### config.mk
export PLATFORM = sky130hd
export DESIGN_NAME = ternary_mul_seq
export DESIGN_NICKNAME = d
export VERILOG_FILES = /design/src/rtl/ternary_mul_seq.sv
export SDC_FILE = /design/constraint.sdc
export NUM_CORES = 1
export LEC_CHECK = 0
export CORE_ASPECT_RATIO = 0.8
export CORE_MARGIN = 3
export CORE_UTILIZATION = 27
export DETAILED_ROUTE_END_ITERATION = 10
export REMOVE_ABC_BUFFERS = 1
export SLEW_MARGIN = 20
export SYNTH_ARGS = -nofsm -noshare
export SYNTH_HDL_FRONTEND = slang
export SYNTH_SLANG_ARGS = --single-unit
### constraint.sdc
create_clock -name clk -period 3.8 [get_ports clk]
set_input_delay 0.76 -clock clk [delete_from_list [all_inputs] [get_ports clk]]
set_output_delay 0.76 -clock clk [all_outputs]
set_load 0.02 [all_outputs]
### src/rtl/ternary_mul_seq.sv
// Sequential balanced-ternary multiplier: drives a shared ADD/SUB ternary ALU
// with shift-and-add over WIDTH steps to form a 2*WIDTH-trit signed product.

package ternary_pkg;
  typedef logic [1:0] trit_t;
  localparam trit_t T_ZERO    = 2'b00;
  localparam trit_t T_POS     = 2'b01;
  localparam trit_t T_NEG     = 2'b10;
  localparam trit_t T_INVALID = 2'b11;
  localparam logic [2:0] OP_ADD = 3'b000;
  localparam logic [2:0] OP_SUB = 3'b001;
endpackage

module ternary_mul_seq
  import ternary_pkg::*;
#(
  parameter int unsigned WIDTH = 8
) (
  input  logic                     clk,
  input  logic                     rst_n,
  input  logic                     in_valid,
  output logic                     in_ready,
  input  trit_t [WIDTH-1:0]        in_a,
  input  trit_t [WIDTH-1:0]        in_b,
  output logic                     out_valid,
  input  logic                     out_ready,
  output trit_t [2*WIDTH-1:0]      out_prod,
  output logic                     out_err,
  output trit_t [WIDTH-1:0]        alu_a,
  output trit_t [WIDTH-1:0]        alu_b,
  output logic  [2:0]              alu_op,
  input  trit_t [WIDTH-1:0]        alu_result,
  input  trit_t                    alu_carry
);

  localparam int unsigned CW = (WIDTH > 1) ? $clog2(WIDTH) : 1;

  localparam logic [1:0] S_IDLE = 2'd0;
  localparam logic [1:0] S_CALC = 2'd1;
  localparam logic [1:0] S_DONE = 2'd2;

  logic [1:0]           state, state_nxt;
  trit_t [WIDTH-1:0]    mcand, mcand_nxt;
  trit_t [WIDTH-1:0]    p_hi, p_hi_nxt;
  trit_t [WIDTH-1:0]    p_lo, p_lo_nxt;
  logic [CW-1:0]        cnt, cnt_nxt;
  logic                 err, err_nxt;
  trit_t [2*WIDTH-1:0]  prod_nxt;
  logic                 oerr_nxt;
  trit_t [WIDTH-1:0]    sum;
  trit_t                carry;

  function automatic logic any_invalid(input trit_t [WIDTH-1:0] v);
    logic r;
    r = 1'b0;
    for (int i = 0; i < WIDTH; i++)
      if (v[i] == T_INVALID) r = 1'b1;
    return r;
  endfunction

  // Next-state, datapath and ALU drive; the ALU is only exercised in CALC
  always_comb begin
    state_nxt = state;
    mcand_nxt = mcand;
    p_hi_nxt  = p_hi;
    p_lo_nxt  = p_lo;
    cnt_nxt   = cnt;
    err_nxt   = err;
    prod_nxt  = out_prod;
    oerr_nxt  = out_err;
    alu_op    = OP_ADD;
    alu_a     = '0;
    alu_b     = '0;
    sum       = p_hi;
    carry     = T_ZERO;

    case (state)
      S_IDLE: begin
        if (in_valid) begin
          mcand_nxt = in_a;
          p_hi_nxt  = '0;
          p_lo_nxt  = in_b;
          cnt_nxt   = '0;
          err_nxt   = any_invalid(in_a) | any_invalid(in_b);
          state_nxt = S_CALC;
        end
      end
      S_CALC: begin
        // Invalid multiplier digits act as zero; err masks the product anyway
        if (p_lo[0] == T_POS || p_lo[0] == T_NEG) begin
          alu_op = (p_lo[0] == T_NEG) ? OP_SUB : OP_ADD;
          alu_a  = p_hi;
          alu_b  = mcand;
          sum    = alu_result;
          carry  = alu_carry;
        end
        p_hi_nxt = {carry, sum[WIDTH-1:1]};
        p_lo_nxt = {sum[0], p_lo[WIDTH-1:1]};
        cnt_nxt  = cnt + CW'(1);
        if (cnt == CW'(WIDTH - 1)) begin
          state_nxt = S_DONE;
          prod_nxt  = err ? '0 : {p_hi_nxt, p_lo_nxt};
          oerr_nxt  = err;
        end
      end
      S_DONE: begin
        if (out_ready) state_nxt = S_IDLE;
      end
      default: state_nxt = S_IDLE;
    endcase
  end

  always_ff @(posedge clk or negedge rst_n) begin
    if (!rst_n) begin
      state     <= S_IDLE;
      mcand     <= '0;
      p_hi      <= '0;
      p_lo      <= '0;
      cnt       <= '0;
      err       <= 1'b0;
      out_prod  <= '0;
      out_err   <= 1'b0;
      in_ready  <= 1'b1;
      out_valid <= 1'b0;
    end else begin
      state     <= state_nxt;
      mcand     <= mcand_nxt;
      p_hi      <= p_hi_nxt;
      p_lo      <= p_lo_nxt;
      cnt       <= cnt_nxt;
      err       <= err_nxt;
      out_prod  <= prod_nxt;
      out_err   <= oerr_nxt;
      in_ready  <= (state_nxt == S_IDLE);
      out_valid <= (state_nxt == S_DONE);
    end
  end

endmodule

Yosys cells after proc, flatten, opt, wreduce, memory -nomap -nowiden
Index checks and enable logic that the tools add are counted.
Operators by class
  add/subtract/negate cells: 1
  muxes and demuxes: 40
  equality and inequality tests: 23
  bitwise gates (word level): 1
  reductions and logical operators: 7
Operators with widths (count)
  16-bit two-way mux: 7
  16-bit one-hot mux with 2 select lines: 2
  2-bit equality test, second input constant: 19
  32-bit two-way mux: 1
  1-bit two-way mux: 23
  2-bit two-way mux: 4
  2-bit one-hot mux with 3 select lines: 1
  3-bit one-hot mux with 2 select lines: 1
  2-bit AND reduction: 3
  2-bit by 1-bit equality test with 1-bit output, second input constant: 2
  2-bit zero test: 2
  3-bit by 1-bit adder with 3-bit output, second input constant: 1
  3-bit equality test, second input constant: 1
  3-bit two-way mux: 1
  2-bit != test, second input constant: 1
  2-bit nonzero test: 1
  1-bit logical OR: 1
  1-bit bitwise OR: 1
Storage, ports and cells
  register bits after elaboration: 89
  output and inout bits: 70
  word-level logic and storage cells: 118

Depth between registers and ports, before layout
Gate-level depths: netlist (run 1).
  depth in word-level cells: 12
  mapped depth: 7
  mapped depth without buffers: 5

Least setup slack after synthesis (run 1)
OpenSTA, ideal clock, no wires.
  path type: register -> output
  start: reg p_lo[0] in the netlist's numbering
  end: out alu_a[0] in the netlist's numbering
  setup slack: 1.573 ns
  stages on the path, launching flop included: 7
  path buffers: 2
  data arrival time: 1.467 ns
  path through: dfrtp_1 inv_1 ha_1 buf_4 nor2_2 clkbuf_1 and2_1
RTL lines
  from (decl): line 45  | trit_t [WIDTH-1:0] p_lo, p_lo_nxt;
  from (signal assigned): line 129  | p_lo <= p_lo_nxt;
  to (decl): line 29  | output trit_t [WIDTH-1:0] alu_a,

Worst setup path after layout (run 1)
  start: reg state[0]
  end: out alu_op[0]
Between the ends
  longest elaborated chain between the ends: 2
RTL lines
  from (decl): line 42  | logic [1:0] state, state_nxt;
  from (signal assigned): line 126  | state <= state_nxt;
  2-bit by 1-bit equality test with 1-bit output: line 77  | case (state)
  1-bit two-way mux: line 77
  to (decl): line 31  | output logic [2:0] alu_op,
Every way passes these cells.

==> results of run 1 <==
-- critical path: stages, from the launching register on --
cell             delay [ps]
dfrtp_1                 580
and2b_4                 460
and2_1                  190
clkdlybuf4s50_1         640
-- cells by family after synthesis --
logic type,Yosys count,synth area share [%]
simple gates,119,14.5
flops,89,54.9
compound gates,82,12.9
mux,48,12.4
buf+inv,30,4.34
fa+ha+maj,3,0.924
other cells,1,0.0923
-- cell type report --
type	count	area (µm²)
inverters	3	11.3
flip-flops and latches	89	2230
multi-input cells	254	1670
repair buffers	127	1260
well taps	184	230
fillers	1401	8810
clock inverters	3	15.0
clock buffers	12	267
-- flip-flops by register name, indices dropped and copies added (netlist names) --
| signal | count |
|---|---|
| p_lo | 16 |
| in_ready | 1 |
| state | 2 |
| mcand | 16 |
| err | 1 |
| out_prod | 32 |
| out_err | 1 |
| p_hi | 16 |
| out_valid | 1 |
| cnt | 3 |
-- stage by stage --
stage | hold WS (ps) | instances | setup slack [ps]
finish | 473 | 672 | 822
global route | 507 | 672 | 675
CTS | 481 | 672 | 777
detailed placement | 467 | 657 | 1160
global placement | 462 | 657 | 1180
floorplan | 449 | 346 | 1180
-- synth_stat cells --
library cell	count	area, µm²
a221oi_1	6	52.6
dfstp_2	1	26.3
buf_6	3	33.8
ha_1	3	37.5
nand2b_1	14	87.6
a22o_1	8	70.1
o21a_1	1	7.51
inv_1	3	11.3
mux2i_1	30	300
o21ai_1	27	135
and2b_4	1	10.0
buf_4	9	67.6
mux2_1	10	113
nor2_1	3	11.3
mux2_2	8	90.1
nor2_4	1	11.3
clkbuf_1	9	33.8
o21ai_0	18	90.1
o22a_1	2	17.5
o31ai_1	18	135
and2_1	33	206
a21oi_1	1	5.00
o21bai_2	1	11.3
nand4_1	1	6.26
nand2b_2	1	8.76
nor2_2	1	6.26
nand2_1	64	240
buf_2	6	30.0
dfrtp_1	88	2200
conb_1	1	3.75
-- path summary, 6_finish.rpt --
check                                    startpoint                       end  slack (ps)  depth (start not counted)
max reg2reg                      state[0]$_DFF_PN0_  out_prod[27]$_DFFE_PN0P_        1540                          4
max                              state[0]$_DFF_PN0_                 alu_op[0]         820                          3
min                                           rst_n   out_prod[7]$_DFFE_PN0P_         470                          1
min in group clk           out_prod[16]$_DFFE_PN0P_  out_prod[16]$_DFFE_PN0P_         470                          2
max in group asynchronous                     rst_n  out_prod[24]$_DFFE_PN0P_        2720                          1
min reg2reg                out_prod[16]$_DFFE_PN0P_  out_prod[16]$_DFFE_PN0P_         470                          2
-- metal layers --
metal  up-vias  wire length, µm  track usage, %
met5         -                0               0
met2        60             5160            21.4
met4         0              141            3.48
li1       1499                -               -
met3         7              493            4.62
met1      1499             5140            18.2
-- cells in the final DEF, fill, tap and decap left out, types with 2 or more instances in the layout --
| cell type | count |
|---|---|
| a221oi_1 | 6 |
| buf_4 | 6 |
| dfrtp_1 | 87 |
| nand2b_1 | 14 |
| clkinv_2 | 3 |
| o31ai_1 | 18 |
| clkbuf_16 | 9 |
| clkdlybuf4s50_1 | 120 |
| o22a_1 | 2 |
| a22o_1 | 8 |
| conb_1 | 2 |
| mux2_2 | 8 |
| mux2_1 | 10 |
| clkbuf_8 | 3 |
| inv_1 | 3 |
| nor2_1 | 3 |
| o21ai_1 | 27 |
| ha_1 | 3 |
| o21ai_0 | 18 |
| and2_1 | 33 |
| nand2_1 | 63 |
| mux2i_1 | 30 |
-- where the power goes --
part | switching (mW) | internal [mW] | leakage [nW]
clock | 0.349 | 0.489 | 0.144
sequential | 0.292 | 1.37 | 1.12
combinational | 1.32 | 1.20 | 1.14
total | 1.96 | 3.06 | 2.40
==> results_dict.tcl, run 1 <==
set metrics [dict create \
    utilization_pct 39.2 \
    power_mw 5.02 \
    critical_path_class "flip-flop to output pin" \
    path_max_fanout 20 \
    post_cts_buffers 0 \
    tritoncts "built" \
    fmax_mhz 336 \
    synth.cell_area_um2 4060 \
    vias_per_cell 4.56 \
    rows 39 \
    die_y_um 116 \
    ant_nets 0 \
    routedWlPerCell_um 16.3 \
    dr.first_iter.drc_count 160 \
    numCtsBuffers 9 \
    tns_ps 0 \
    fin_crit_sh_pct 78.4 \
    vias 3065 \
    ys_seq_area_share_pct 54.9 \
    grtUsageTotal_pct 13.6 \
    syn_to_final_growth_pct 39.9 \
    crit_required_ps 3040 \
    clk_pin_slew_ps 60 \
    synth_warnings 0 \
    grt_pass1_vias 3226 \
    ys_ff_latch 89 \
    p_leak_nw 2.40 \
    fin_area_um2 5680 \
    start_util_pct 28.0 \
    layout-drive-gt1-share_pct 7.79 \
    grt_pass1_wl_um 17300 \
    clk_latency_ps 340 \
    finalClockSkew_ps 9.06 \
    dr.pass1.iters 4 \
    hold_path_class "input pin to asynchronous set/reset pin" \
    num_io_pins 124 \
    diodes 0 \
    avgSynthCellArea_um2 10.9 \
    dp_hpwl_um 7800 \
    antenna_found_initial 0 \
    holdBufCountCts 0 \
    die-area_um2 16600 \
    clockBufferDepth 2 \
    gp_congestion 0.738 \
    yosysUniqueCellTypes 30 \
    max_cap_violations 0 \
    core_area_um2 14500 \
    synthCells 372 \
    finalSetupViolations 0 \
    hold_viol_final 0 \
    overflow 0 \
    crit_arrival_ps 2220 \
    wirelength_um 10900 \
    cts-root-buf "clkbuf_16" \
    portBuffers 121 \
    cp-end-kind "output pin" \
    maxSlewViolCount 0 \
    dpl_cell_area_um2 5400 \
    num-nets-final 541 \
    powerDensity_nw_per_um2 884 \
    rsz0062_at_grt "false" \
    grt_max_degree 90 \
    period_minus_slack_ps 2980 \
    die_w_um 143 \
    tightest_slew_ps 841 \
    run_status "finished clean" \
    drc 0 \
    cts_resized 0 \
    cts_sinks 89 \
    htree_levels 3 \
    start_kind "flip-flop" \
    ir_drop_uv 281 \
    max_slew_margin_pct 43.9 \
]
(Power assumes the default switching activity.)
==> run 2: changes to the inputs <==
clock period = 2.6 ns   (was 3.8 ns; I/O delays follow)
==> run 2 against run 1 <==
Sequential cell count did not move. Clock skew barely moved. Non-clock buffer count rose by 5. Global-route usage fell by 0.22 points. Die area did not move. Count of clock-buffer cells in the layout fell by 1. Cell count rose by 0.89%. Critical path depth rose by 3. Cell area rose by 0.99%. Sequential power rose by 45%. Worst setup slack got worse by 630 ps.
==> results_dict.tcl, run 2 (same netlist as run 1, synthesis figures left out) <==
set metrics [dict create \
    run_status "finished clean" \
    syn_to_final_growth_pct 41.3 \
    drc 0 \
    multi_input_area_um2 1670 \
    vias 3102 \
    dr.first_iter.drc_count 141 \
    fin_crit_sh_pct 92.5 \
    grt_pass1_vias 3222 \
    htree_levels 3 \
    finalSetupViolations 0 \
    timing.hold.ws_ps 128 \
    tritoncts "built" \
    tightest_slew_ps 673 \
    fmax_mhz 416 \
    overflow 0 \
    clockBufferDepth 2 \
    finalClockSkew_ps 9.00 \
    numCtsBuffers 9 \
    diodes 0 \
    clk_pin_slew_ps 60 \
    dr.pass1.iters 6 \
    dp_worst_setup_slack_ps 240 \
    p_leak_nw 2.58 \
    largest_reg_flops 32 \
    clk_latency_ps 350 \
    cts_sinks 89 \
    fin_ws_ps 195 \
    wirelength_um 10700 \
    rsz0062_at_grt "false" \
    path_max_fanout 16 \
    powerDensity_nw_per_um2 1280 \
    period_minus_slack_ps 2400 \
    met2WireLength_um 5060 \
    vias_per_cell 4.58 \
    crit_arrival_ps 1880 \
    core_area_um2 14500 \
    met1Wirelength_um 4980 \
    route.met3.wl_um 464 \
    grt_pass1_wl_um 17100 \
    routedWlPerCell_um 15.8 \
    start_kind "flip-flop" \
    fillCellCount 1417 \
    critical_path_class "flip-flop to output pin" \
    cp-end-kind "output pin" \
    grt_max_degree 55 \
    mostFrequentLayoutCells "dfrtp_1, clkdlybuf4s50_1, nand2_1" \
    ir_drop_uv 374 \
    hold_viol_final 0 \
    tns_ps 0 \
    top_layer_used "met4" \
    die_y_um 116 \
    max_slew_margin_pct 55.1 \
    dp_hpwl_um 7890 \
    die_w_um 143 \
    rows 39 \
    portBuffers 121 \
    max_cap_violations 0 \
    die-area_um2 16600 \
    start_util_pct 28.0 \
    grtUsageTotal_pct 13.4 \
    hold_path_class "input pin to asynchronous set/reset pin" \
    ant_nets 0 \
    num_io_pins 124 \
    num-nets-final 546 \
    gp_congestion 0.755 \
    maxSlewViolCount 0 \
    crit_required_ps 2080 \
    antenna_found_initial 0 \
    top_register "out_prod" \
    seq_area_um2 2230 \
    cts-root-buf "clkbuf_16" \
    layout-drive-gt1-share_pct 8.50 \
]
-- run 2: timing repair --
item / CTS / global route
resized for setup: 33 / 1
gates cloned: 0 / 0
setup endpoints to repair: 32 / 1
buffers inserted: 0 / 0
pin swaps: 0 / 0
hold buffers: 0 / 0
-- run 2: power by group --
| part | switching, mW | internal, mW | total, mW | leakage [nW] |
|---|---|---|---|---|
| logic | 1.97 | 1.60 | 3.56 | 1.31 |
| clock network | 0.534 | 0.841 | 1.37 | 0.146 |
| registers | 0.410 | 2.00 | 2.41 | 1.12 |
-- run 2: metrics by stage --
| step | total power [mW] | utilization (%) | area, µm² | cells |
|---|---|---|---|---|
| final | 7.35 | 39.6 | 5740 | 678 |
| after global routing | 7.87 | 39.6 | 5740 | 678 |
| after CTS | 7.48 | 39.6 | 5730 | 678 |
| after detailed placement | 6.26 | 37.7 | 5460 | 662 |
| after global placement | 6.19 | 37.7 | 5460 | 662 |
| after floorplan | 4.47 | - | 3900 | 346 |
-- run 2: cell type report --
cell class,count,area share [%]
sequential,89,38.9
inverter,3,0.196
clock buffer,11,4.06
tap,184,4.01
timing repair buffer,132,22.4
multi-input combinational,254,29.1
clock inverter,5,1.40
-- run 2: worst paths after layout --
path	startpoint	endpoint	slack, ps	depth (start not counted)
min in group clk	mcand[15]$_DFFE_PN0P_	mcand[15]$_DFFE_PN0P_	480	1
setup reg to reg	state[1]$_DFF_PN0_	out_err$_DFFE_PN0P_	810	4
setup / recovery	p_lo[0]$_DFFE_PN0P_	alu_b[7]	200	6
hold reg to reg	mcand[15]$_DFFE_PN0P_	mcand[15]$_DFFE_PN0P_	480	1
hold / removal	rst_n	out_prod[7]$_DFFE_PN0P_	130	1
max in group asynchronous	rst_n	in_ready$_DFF_PN1_	1750	2
-- run 2: per-layer routing --
layer / vias up / track usage, %
met3: 14 / 3.38
li1: 1512 / -
met5: - / 0
met1: 1494 / 18.1
met2: 82 / 20.7
met4: 0 / 5.57
-- run 2: critical path, stage by stage (launching register included) --
cell and delay (ps):
dfrtp_1 350, inv_1 40, ha_1 310, nor2_2 150, buf_4 200, and2_1 140
dlygate4sd2_1 340
